==> config.mk <==
export PLATFORM = sky130hd
export DESIGN_NAME = muldiv_iter_flat
export DESIGN_NICKNAME = d
export VERILOG_FILES = /design/src/rtl/muldiv_iter_if.sv /design/src/rtl/muldiv_iter.sv /design/src/flat_wrapper.sv
export SDC_FILE = /design/constraint.sdc
export NUM_CORES = 2
export LEC_CHECK = 0
export CORE_MARGIN = 4
export CORE_UTILIZATION = 48
export CTS_BUF_LIST = sky130_fd_sc_hd__clkbuf_8
export DETAILED_ROUTE_END_ITERATION = 10
export GPL_TIMING_DRIVEN = 0
export MAX_ROUTING_LAYER = met4
export PLACE_DENSITY = 0.68
export REMOVE_ABC_BUFFERS = 1
export SLEW_MARGIN = 20
export SYNTH_ARGS = -nofsm -noshare
export SYNTH_HDL_FRONTEND = slang
export SYNTH_SLANG_ARGS = --single-unit
==> constraint.sdc <==
create_clock -name clock -period 9.2 [get_ports clock]
set_input_delay 1.38 -clock clock [delete_from_list [all_inputs] [get_ports clock]]
set_output_delay 1.38 -clock clock [all_outputs]
set_load 0.02 [all_outputs]
==> src/rtl/muldiv_iter_if.sv <==
// Request/response bundle between the execute-stage control and the iterative mul/div unit.
// Handshake: start is taken on a rising edge while busy=0; done pulses for one cycle with MDOut valid.
interface muldiv_iter_if #(
    parameter int DWIDTH = 32
);
    logic              start;
    logic [2:0]        MDFunc;
    logic [DWIDTH-1:0] A;
    logic [DWIDTH-1:0] B;
    logic [DWIDTH-1:0] MDOut;
    logic              busy;
    logic              done;

    modport master (
        output start, MDFunc, A, B,
        input  MDOut, busy, done
    );

    modport slave (
        input  start, MDFunc, A, B,
        output MDOut, busy, done
    );
endinterface

==> src/rtl/muldiv_iter.sv <==
// RISC-V M-extension unit: single-cycle multiplies, radix-2 restoring divider taking DWIDTH cycles.
// FIXQ=1 makes the high-half multiplies return the Q1.(DWIDTH-1) product used by the audio path.
module muldiv_iter #(
    parameter int DWIDTH = 32,
    parameter bit FIXQ   = 1'b1
) (
    input  logic             clock,
    input  logic             reset,
    muldiv_iter_if.slave     bus,
    output logic [1:0]       state_dbg
);
    localparam int CW = $clog2(DWIDTH + 1);

    typedef enum logic [1:0] {
        S_IDLE = 2'd0,
        S_DIV  = 2'd1,
        S_DONE = 2'd2
    } state_t;

    state_t            state;
    logic [DWIDTH-1:0] md_out;
    logic              busy_q;
    logic              done_q;
    logic [CW-1:0]     cnt;
    logic [DWIDTH-1:0] dvd;
    logic [DWIDTH-1:0] dvs;
    logic [DWIDTH-1:0] rem;
    logic              q_neg;
    logic              r_neg;
    logic              op_rem;

    logic                a_signed;
    logic                b_signed;
    logic [2*DWIDTH-1:0] a_ext;
    logic [2*DWIDTH-1:0] b_ext;
    logic [2*DWIDTH-1:0] prod;
    logic [DWIDTH-1:0]   mul_res;

    always_comb begin
        a_signed = (bus.MDFunc[1:0] != 2'b11);
        b_signed = (bus.MDFunc[1] == 1'b0);
        a_ext    = {{DWIDTH{a_signed & bus.A[DWIDTH-1]}}, bus.A};
        b_ext    = {{DWIDTH{b_signed & bus.B[DWIDTH-1]}}, bus.B};
        // Truncated 2W-bit product of sign/zero-extended operands is exact for every signedness mix.
        prod     = a_ext * b_ext;
        if (bus.MDFunc[1:0] == 2'b00)
            mul_res = prod[DWIDTH-1:0];
        else if (FIXQ)
            mul_res = prod[2*DWIDTH-2:DWIDTH-1];
        else
            mul_res = prod[2*DWIDTH-1:DWIDTH];
    end

    logic              div_signed;
    logic              is_rem;
    logic              b_zero;
    logic              ovf;
    logic [DWIDTH-1:0] fast_res;
    logic [DWIDTH-1:0] abs_a;
    logic [DWIDTH-1:0] abs_b;

    always_comb begin
        div_signed = ~bus.MDFunc[0];
        is_rem     = bus.MDFunc[1];
        b_zero     = (bus.B == '0);
        ovf        = div_signed && (bus.A == {1'b1, {(DWIDTH-1){1'b0}}}) && (bus.B == '1);
        if (b_zero)
            fast_res = is_rem ? bus.A : '1;
        else
            fast_res = is_rem ? '0 : bus.A;
        abs_a = (div_signed && bus.A[DWIDTH-1]) ? -bus.A : bus.A;
        abs_b = (div_signed && bus.B[DWIDTH-1]) ? -bus.B : bus.B;
    end

    logic [DWIDTH:0]   rem_sh;
    logic              ge;
    logic [DWIDTH-1:0] rem_nx;
    logic [DWIDTH-1:0] quo_nx;
    logic [DWIDTH-1:0] q_fin;
    logic [DWIDTH-1:0] r_fin;

    // The dividend register doubles as the quotient: quotient bits shift in as dividend bits shift out.
    always_comb begin
        rem_sh = {rem, dvd[DWIDTH-1]};
        ge     = (rem_sh >= {1'b0, dvs});
        rem_nx = ge ? (rem_sh[DWIDTH-1:0] - dvs) : rem_sh[DWIDTH-1:0];
        quo_nx = {dvd[DWIDTH-2:0], ge};
        q_fin  = q_neg ? -quo_nx : quo_nx;
        r_fin  = (r_neg && (rem_nx != '0)) ? -rem_nx : rem_nx;
    end

    always_ff @(posedge clock) begin
        if (reset) begin
            state  <= S_IDLE;
            md_out <= '0;
            busy_q <= 1'b0;
            done_q <= 1'b0;
            cnt    <= '0;
            dvd    <= '0;
            dvs    <= '0;
            rem    <= '0;
            q_neg  <= 1'b0;
            r_neg  <= 1'b0;
            op_rem <= 1'b0;
        end else begin
            case (state)
                S_DIV: begin
                    dvd <= quo_nx;
                    rem <= rem_nx;
                    cnt <= cnt - CW'(1);
                    if (cnt == CW'(1)) begin
                        md_out <= op_rem ? r_fin : q_fin;
                        state  <= S_DONE;
                        busy_q <= 1'b0;
                        done_q <= 1'b1;
                    end
                end
                default: begin
                    if (bus.start) begin
                        if (!bus.MDFunc[2]) begin
                            md_out <= mul_res;
                            state  <= S_DONE;
                            busy_q <= 1'b0;
                            done_q <= 1'b1;
                        end else if (b_zero || ovf) begin
                            md_out <= fast_res;
                            state  <= S_DONE;
                            busy_q <= 1'b0;
                            done_q <= 1'b1;
                        end else begin
                            dvd    <= abs_a;
                            dvs    <= abs_b;
                            rem    <= '0;
                            q_neg  <= div_signed & (bus.A[DWIDTH-1] ^ bus.B[DWIDTH-1]);
                            r_neg  <= div_signed & bus.A[DWIDTH-1];
                            op_rem <= is_rem;
                            cnt    <= CW'(DWIDTH);
                            state  <= S_DIV;
                            busy_q <= 1'b1;
                            done_q <= 1'b0;
                        end
                    end else begin
                        state  <= S_IDLE;
                        busy_q <= 1'b0;
                        done_q <= 1'b0;
                    end
                end
            endcase
        end
    end

    assign bus.MDOut = md_out;
    assign bus.busy  = busy_q;
    assign bus.done  = done_q;
    assign state_dbg = state;
endmodule

==> src/flat_wrapper.sv <==
// flat-port wrapper written by rule: the top's interface ports become plain ports
module muldiv_iter_flat 
#(
    parameter int DWIDTH = 32,
    parameter bit FIXQ   = 1'b1
)
  (clock, reset, state_dbg, bus_start, bus_MDFunc, bus_A, bus_B, bus_MDOut, bus_busy, bus_done);
  muldiv_iter_if #(.DWIDTH(DWIDTH)) bus_i ();
  input  logic clock;
  input  logic reset;
  output logic [1:0] state_dbg;
  input wire logic [$bits(bus_i.start)-1:0] bus_start;
  input wire logic [$bits(bus_i.MDFunc)-1:0] bus_MDFunc;
  input wire logic [$bits(bus_i.A)-1:0] bus_A;
  input wire logic [$bits(bus_i.B)-1:0] bus_B;
  output wire logic [$bits(bus_i.MDOut)-1:0] bus_MDOut;
  output wire logic [$bits(bus_i.busy)-1:0] bus_busy;
  output wire logic [$bits(bus_i.done)-1:0] bus_done;
  assign bus_i.start = bus_start;
  assign bus_i.MDFunc = bus_MDFunc;
  assign bus_i.A = bus_A;
  assign bus_i.B = bus_B;
  assign bus_MDOut = bus_i.MDOut;
  assign bus_busy = bus_i.busy;
  assign bus_done = bus_i.done;
  muldiv_iter #(.DWIDTH(DWIDTH), .FIXQ(FIXQ)) u_core (.clock(clock), .reset(reset), .bus(bus_i), .state_dbg(state_dbg));
endmodule
; After elaboration in Yosys (flattened, before gate mapping)
; Index checks and enable logic that the tools add are counted.
[word_totals]
ff_bits = 141
latch_bits = 0
ram_bits = 0
mem_bits_ro = 0
in_bits = 70
out_inout_bits = 36
wordCells = 92
mem_count = 0
[op_classes]
add_sub_neg = 6
mul = 1
div_mod_pow = 0
magnitude_cmp = 1
eq_ne = 8
shift = 0
muxes = 42
bitwise_logic = 9
reduce_logical = 14
[op_table]
columns = op, count
row1 = two-way mux 32 bit, 23
row2 = negation 32 bit, 4
row3 = "equality test 32 bit, second input constant", 2
row4 = multiplier 33 x 33 -> 63 bit, 1
row5 = >= comparator 33 x 32 -> 1 bit, 1
row6 = zero test 32 bit, 1
row7 = nonzero test 32 bit, 1
row8 = subtractor 32 bit, 1
row9 = two-way mux 6 bit, 4
row10 = two-way mux 1 bit, 10
row11 = two-way mux 2 bit, 5
row12 = "equality test 6 x 1 -> 1 bit, second input constant", 1
row13 = AND reduction 3 bit, 2
row14 = "subtractor 6 x 1 -> 6 bit, second input constant", 1
row15 = logical AND 1 bit, 5
row16 = AND 1 bit, 4
row17 = "!= test 2 bit, second input constant", 2
row18 = NOT 1 bit, 4
row19 = AND reduction 4 bit, 1
row20 = nonzero test 2 bit, 2
row21 = "!= test 3 x 1 -> 1 bit, second input constant", 1
row22 = "equality test 2 x 1 -> 1 bit, second input constant", 1
row23 = zero test 2 bit, 1
row24 = "!= test 2 x 1 -> 1 bit, second input constant", 1
row25 = 2 further kinds, 2

; Logic depth before layout (Yosys ltp)
[logic_depth]
depth_word = 8
ltp_mapped = 33
ltp_nobuf = 30

; Least setup slack after synthesis
; OpenSTA, ideal clock, no wires.
[synth_timing]
path_kind = input-to-reg
start = in bus_A[31]
end = reg u_core.md_out[27], in the netlist u_core.bus.MDOut[27]
setup_ns = 0.070
t_arrival_ns = 9.804
required_time_ns = 9.130
path_slack_ns = -0.674
stages = 30
n_path_buf = 2
cell_sequence = clkbuf_1 -> a21boi_0 -> clkbuf_1 -> nand2_1 -> fa_1 -> fa_1 -> inv_1 -> fa_1 -> inv_1 -> fa_1 -> inv_1 -> fa_1 -> fa_1 -> fa_1 -> inv_1 -> fa_1 -> inv_1 -> ha_1 -> a21o_1 -> a211oi_1 -> nand2_1 -> a221o_1 -> nand3_1 -> nand2_1 -> a21boi_0 -> nor2b_1 -> o32ai_1 -> a221oi_1 -> or3_1 -> a21oi_1
[synth_via]
elab_chain_len = 6
elab_cells_between_ends = 12
[synth_lines]
columns = item, line
row1 = "start, declared", flat_wrapper.sv:14  ; input wire logic [$bits(bus_i.A)-1:0] bus_A;
row2 = AND 1 bit / equality test 32 bit (equally long branches), "muldiv_iter.sv:42, muldiv_iter.sv:66"
row3 = multiplier 33 x 33 -> 63 bit / logical AND 1 bit (equally long branches), "muldiv_iter.sv:45, muldiv_iter.sv:66"
row4 = two-way mux 32 bit / logical AND 1 bit (equally long branches), "muldiv_iter.sv:46, muldiv_iter.sv:66"
row5 = two-way mux 32 bit / logical OR 1 bit (equally long branches), "muldiv_iter.sv:120, muldiv_iter.sv:125"
row6 = two-way mux 32 bit / != test 3 x 1 -> 1 bit (equally long branches), -
row7 = two-way mux 32 bit / AND reduction 3 bit (equally long branches), -
row8 = "end signal, assigned", muldiv_iter.sv:112  ; md_out <= op_rem ? r_fin : q_fin;
row9 = "end signal, assigned", muldiv_iter.sv:121  ; md_out <= mul_res;
row10 = "end signal, assigned", muldiv_iter.sv:126  ; md_out <= fast_res;
row11 = "end, declared", muldiv_iter.sv:21  ; logic [DWIDTH-1:0] md_out;
; Several ways; a longest one is shown, not always the timed one. The select of a mux whose other input is x is not followed.
; A chain may end at the register's enable or synchronous reset.

; Worst setup path after layout
[layout_timing]
start = in bus_MDFunc[0]
end = reg u_core.md_out[16], in the netlist u_core.bus.MDOut[16]
[layout_via]
elab_chain_len = 7
elab_cells_between_ends = 14
[layout_lines]
columns = item, line
row1 = "start, declared", flat_wrapper.sv:13  ; input wire logic [$bits(bus_i.MDFunc)-1:0] bus_MDFunc;
row2 = != test 2 bit, muldiv_iter.sv:40  ; a_signed = (bus.MDFunc[1:0] != 2'b11);
row3 = AND 1 bit, muldiv_iter.sv:42  ; a_ext = {{DWIDTH{a_signed & bus.A[DWIDTH-1]}}, bus.A};
row4 = multiplier 33 x 33 -> 63 bit, muldiv_iter.sv:45  ; prod = a_ext * b_ext;
row5 = two-way mux 32 bit, muldiv_iter.sv:46  ; if (bus.MDFunc[1:0] == 2'b00)
row6 = two-way mux 32 bit, muldiv_iter.sv:120  ; if (!bus.MDFunc[2]) begin
row7 = two-way mux 32 bit, muldiv_iter.sv:119  ; if (bus.start) begin
row8 = two-way mux 32 bit, muldiv_iter.sv:106  ; case (state)
; Several ways; a longest one is shown, not always the timed one. The select of a mux whose other input is x is not followed.

==> out/metrics.sh <==
RUN_STATUS='finished clean'
INSTANCES_NO_FILL=7305
FMAX_GHz=0.110
PATH_CLK_SLEW_NS=0.09
POSTSYNTH.ASYNCRESETSHARE_PCT=0
YS_DOMINANT_REG_CELL='sky130_fd_sc_hd__dfxtp_1'
SYNTH_SEQUENTIAL_AREA_RATIO_PCT=5.51
DRV.MAX_CAP_VIOLATION_COUNT=0
GROUTE.USAGE.OVERALL_PCT=29.7
GROUTE.LAYER.MET3.USAGE_PCT=4.90
GRT_UTIL_MET2_PCT=47.6
SYNTH_COMPOUND_GATE_AREA_SHARE_PCT=10.3
POST-ROUTE-PERIOD-UTIL_PCT=98.8
POST-SYNTH-TOP-AREA-CELL='sky130_fd_sc_hd__fa_1'
POST_SYNTH_MUX_AREA_SHARE_PCT=0.607
YS_SEQ_ELEMENTS=139
INITIAL_UTILIZATION_PCT=48.6
FIN_CRIT_NS=9.09
CTS_MADE_BUFFERS=17
WEIGHTED_CONGESTION_AT_THE_END_OF_ROUTABILITY_DRIVEN_GLOBAL_PLACEMENT=0.954
LARGEST_FAMILY_OF_LOGIC_CELLS_BY_SYNTHESIZED_AREA='adder cells'
SYNTHDISTINCTLIBCELLS=84
HPWL_UM=129000
SYNTH_XOR_AREA_SHARE_PCT=3.38
GR-TOTAL-OVERFLOW=0
DIEHEIGHT_UM=332
YOSYSMOSTFREQUENTCELL='sky130_fd_sc_hd__inv_1'
CLK_LATENCY_NS=0.48
DRIVE_GT1_SHARE_PCT=5.86
CORE_AREA_UM2=104000
SYNTH.CELL_AREA_UM2=50500
DRT-VIAS-PER-INSTANCE=5.73
SYNTH.CELLS.MOST_FREQUENT='1191 x sky130_fd_sc_hd__inv_1, 1114 x sky130_fd_sc_hd__fa_1, 971 x sky130_fd_sc_hd__nand2_1'
TIMING.CRITICAL_PATH.ARRIVAL_NS=9.49
ROUTE.DETAILED.DRC=0
SLOWEST_DELAY_NS=0.57
SETUP.WORST_PATH.END_CLASS='register'
WORST_SLEW_MARGIN_REL_PCT=16.2
NUM_VIAS=41800
INITIAL_ANTENNA_VIOLATION_COUNT=4
CLOCK-ROOT-BUFFER='sky130_fd_sc_hd__clkbuf_8'
AREA.GROWTH.SYNTH_TO_FINAL_PCT=7.73
FINAL_MAX_SLEW_VIOL_COUNT=0
DRTPASS1ITERATIONS=7
SYNTH_AREA_PER_CELL_UM2=8.30
FP-ROW-COUNT=118
ROUTE.DETAILED.WL_PER_INST_UM=21.5
CTS-HTREE-LEVELS=4
DIE_X_UM=332
REQUIRED_TIME_AT_THE_ENDPOINT_OF_THE_CRITICAL_PATH_NS=9.60
GRT_START_MAX_NET_PINS=84
YOSYS.AREA_SHARE.ADDER_PCT=50.4
GLOBALROUTEMET1UTIL_PCT=38.6
TOTAL_DIE_AREA_UM2=110000
FINAL_NUMBER_OF_HOLD_VIOLATING_ENDPOINTS=0
GRT_PASS1_VIAS=44400
LAYOUT.NETS=7342
WORST_PIN_SLEW_NS=1.25
GRT_SETUP_UNREPAIRED='yes'
WORSTPATHMAXFANOUT=10
PORT-BUFFER-COUNT=105
TRITONCTS='yes'
CRITICALPATHCATEGORY='primary input to register'
POST_SYNTH_EDFFS=0
DP_CELLS=7235
SYNTH_TOP_AREA_SHARE_PCT=44.2
TIMING.CRITICAL_PATH.MODE_CELL='sky130_fd_sc_hd__fa_1'
HP-CLASS='register to register'
GRT_FIRST_PASS_WIRELENGTH_UM=252000
CLOCK-SINKS=139
FINAL_ANTENNA_NET_COUNT=0
TIMING.CRITICAL_PATH.FROM_TYPE='primary input'
SYNTH.TOP_CELLS.BY_AREA='sky130_fd_sc_hd__fa_1 44%, sky130_fd_sc_hd__inv_1 8.9%, sky130_fd_sc_hd__nand2_1 7.2%'
DRT-TOTAL-WL_UM=157000
YOSYS.AREA_SHARE.SIMPLE_PCT=17.9
GRT_MOST_USED_LAYER='met2'
FINAL-SETUP-VIOL-COUNT=0
FINALCLOCKSKEW_NS=0.0225
FIRST_ITER_VIOLATIONS=3552
CLOCK_PATH_BUFFERS=2
CRIT_PATH_TOP_DELAY_CELL='sky130_fd_sc_hd__fa_1'
TOP_LEVEL_PORTS=106
SYNTHESIS.YOSYS.WARNINGS=0
SYNTH_CELLS=6080
==> placed cells by master (no fill, tap or decap), types with 13 or more instances in the layout <==
| cell type | synthesis | routed |
|---|---|---|
| sky130_fd_sc_hd__buf_16 | 0 | 28 |
| sky130_fd_sc_hd__inv_1 | 1191 | 1177 |
| sky130_fd_sc_hd__or3_1 | 16 | 15 |
| sky130_fd_sc_hd__dfxtp_1 | 139 | 138 |
| sky130_fd_sc_hd__fa_1 | 1114 | 1106 |
| sky130_fd_sc_hd__buf_4 | 3 | 34 |
| sky130_fd_sc_hd__nor2_1 | 313 | 305 |
| sky130_fd_sc_hd__or4_1 | 17 | 16 |
| sky130_fd_sc_hd__o22ai_1 | 16 | 14 |
| sky130_fd_sc_hd__nor2b_1 | 20 | 18 |
| sky130_fd_sc_hd__xor2_1 | 84 | 82 |
| sky130_fd_sc_hd__o21ai_0 | 129 | 122 |
| sky130_fd_sc_hd__a21oi_1 | 221 | 211 |
| sky130_fd_sc_hd__o31ai_1 | 45 | 43 |
| sky130_fd_sc_hd__a211oi_1 | 58 | 55 |
| sky130_fd_sc_hd__nand4_1 | 37 | 37 |
| sky130_fd_sc_hd__ha_1 | 250 | 238 |
| sky130_fd_sc_hd__and2_1 | 354 | 351 |
| sky130_fd_sc_hd__buf_12 | 0 | 47 |
| sky130_fd_sc_hd__and3_1 | 25 | 24 |
| sky130_fd_sc_hd__nor4_1 | 23 | 21 |
| sky130_fd_sc_hd__clkbuf_4 | 0 | 20 |
| sky130_fd_sc_hd__mux2i_1 | 25 | 24 |
| sky130_fd_sc_hd__a21o_1 | 45 | 45 |
| sky130_fd_sc_hd__o211ai_1 | 49 | 49 |
| sky130_fd_sc_hd__nand2b_1 | 24 | 21 |
| sky130_fd_sc_hd__o21bai_1 | 14 | 13 |
| sky130_fd_sc_hd__clkdlybuf4s50_1 | 0 | 37 |
| sky130_fd_sc_hd__nor3_1 | 61 | 59 |
| sky130_fd_sc_hd__a31oi_1 | 56 | 54 |
| sky130_fd_sc_hd__nand2_1 | 971 | 965 |
| sky130_fd_sc_hd__a221oi_1 | 15 | 14 |
| sky130_fd_sc_hd__clkbuf_8 | 0 | 17 |
| sky130_fd_sc_hd__buf_2 | 12 | 37 |
| sky130_fd_sc_hd__nand3_1 | 56 | 55 |
| sky130_fd_sc_hd__or2_2 | 13 | 13 |
| sky130_fd_sc_hd__o21a_1 | 22 | 22 |
| sky130_fd_sc_hd__xnor2_1 | 111 | 109 |
==> cells by family after synthesis <==
kind of cell,Yosys count
adders and majority gates,1364
AOI/OAI and AO/OA,789
DFF,139
and+or+nand+nor,1968
buffers and inverters,1595
xor gates and xnor gates,195
muxes,30
==> layer usage <==
layer | vias up | routed length, um
li1 | 18300 | -
met1 | 21300 | 63400
met2 | 1858 | 73700
met3 | 370 | 13500
met4 | 0 | 6520
met5 | - | 0
==> worst max-delay path: cells and delay by family <==
family	cells	cell delay [ns]
AO/OA/AOI/OAI	10	1.92
adder cells (fa/ha/maj)	9	4.48
AND/OR/NAND/NOR	4	1.02
buffers and inverters	7	0.66
==> state kept, by name (all words and copies together), names as in the netlist <==
signal            flops
u_core.rem           32
u_core.bus.MDOut     32
u_core.r_neg          1
u_core.dvd           32
u_core.bus.done       1
u_core.cnt            6
u_core.dvs           32
u_core.op_rem         1
u_core.q_neg          1
u_core.state_dbg      1
==> cell type report <==
type / count / area (um^2)
diodes: 4 / 10.0
clock buffers: 17 / 234
clock inverters: 15 / 130
fillers: 9698 / 49500
inverters: 1192 / 4500
multi-input cells: 4346 / 42200
flip-flops and latches: 139 / 2780
well taps: 1380 / 1730
repair buffers: 212 / 2800
==> path summary, 6_finish.rpt <==
path                                     start                    to  slack [ns]  cells past startpoint
worst max-delay path             bus_MDFunc[0]  u_core.bus.MDOut[16]        0.11                     30
worst min-delay path            u_core.dvs[18]        u_core.dvs[18]        0.46                      2
worst max register to register   u_core.rem[1]   u_core.bus.MDOut[1]        1.21                     20
worst min register to register  u_core.dvs[18]        u_core.dvs[18]        0.46                      2
==> what timing repair did <==
action,in CTS,in global routing
endpoints found under the setup margin,30,30
gates resized for setup,69,102
pin swaps,24,24
hold buffers,0,0
endpoints found under the hold margin,0,0
buffers inserted,20,14
gates cloned,1,0
==> through the flow <==
stage | setup TNS, ns | util (%) | worst slack, ns | hold slack, ns | cell area, um^2
floorplan | -16.71 | - | -1.55 | 0.426 | 48900
global route | -0.269 | 52.3 | -0.0645 | 0.478 | 54400
CTS | 0 | 51.9 | 0.0000435 | 0.459 | 53900
finish | 0 | 52.3 | 0.109 | 0.455 | 54400
detailed placement | -44.51 | 51.1 | -2.87 | 0.447 | 53100
global placement | -281.29 | 49.8 | -7.48 | 0.441 | 51700
Power is left out: the tool's default activity adds up to more than one toggle a clock period on the data nets, which glitch-free logic cannot reach.
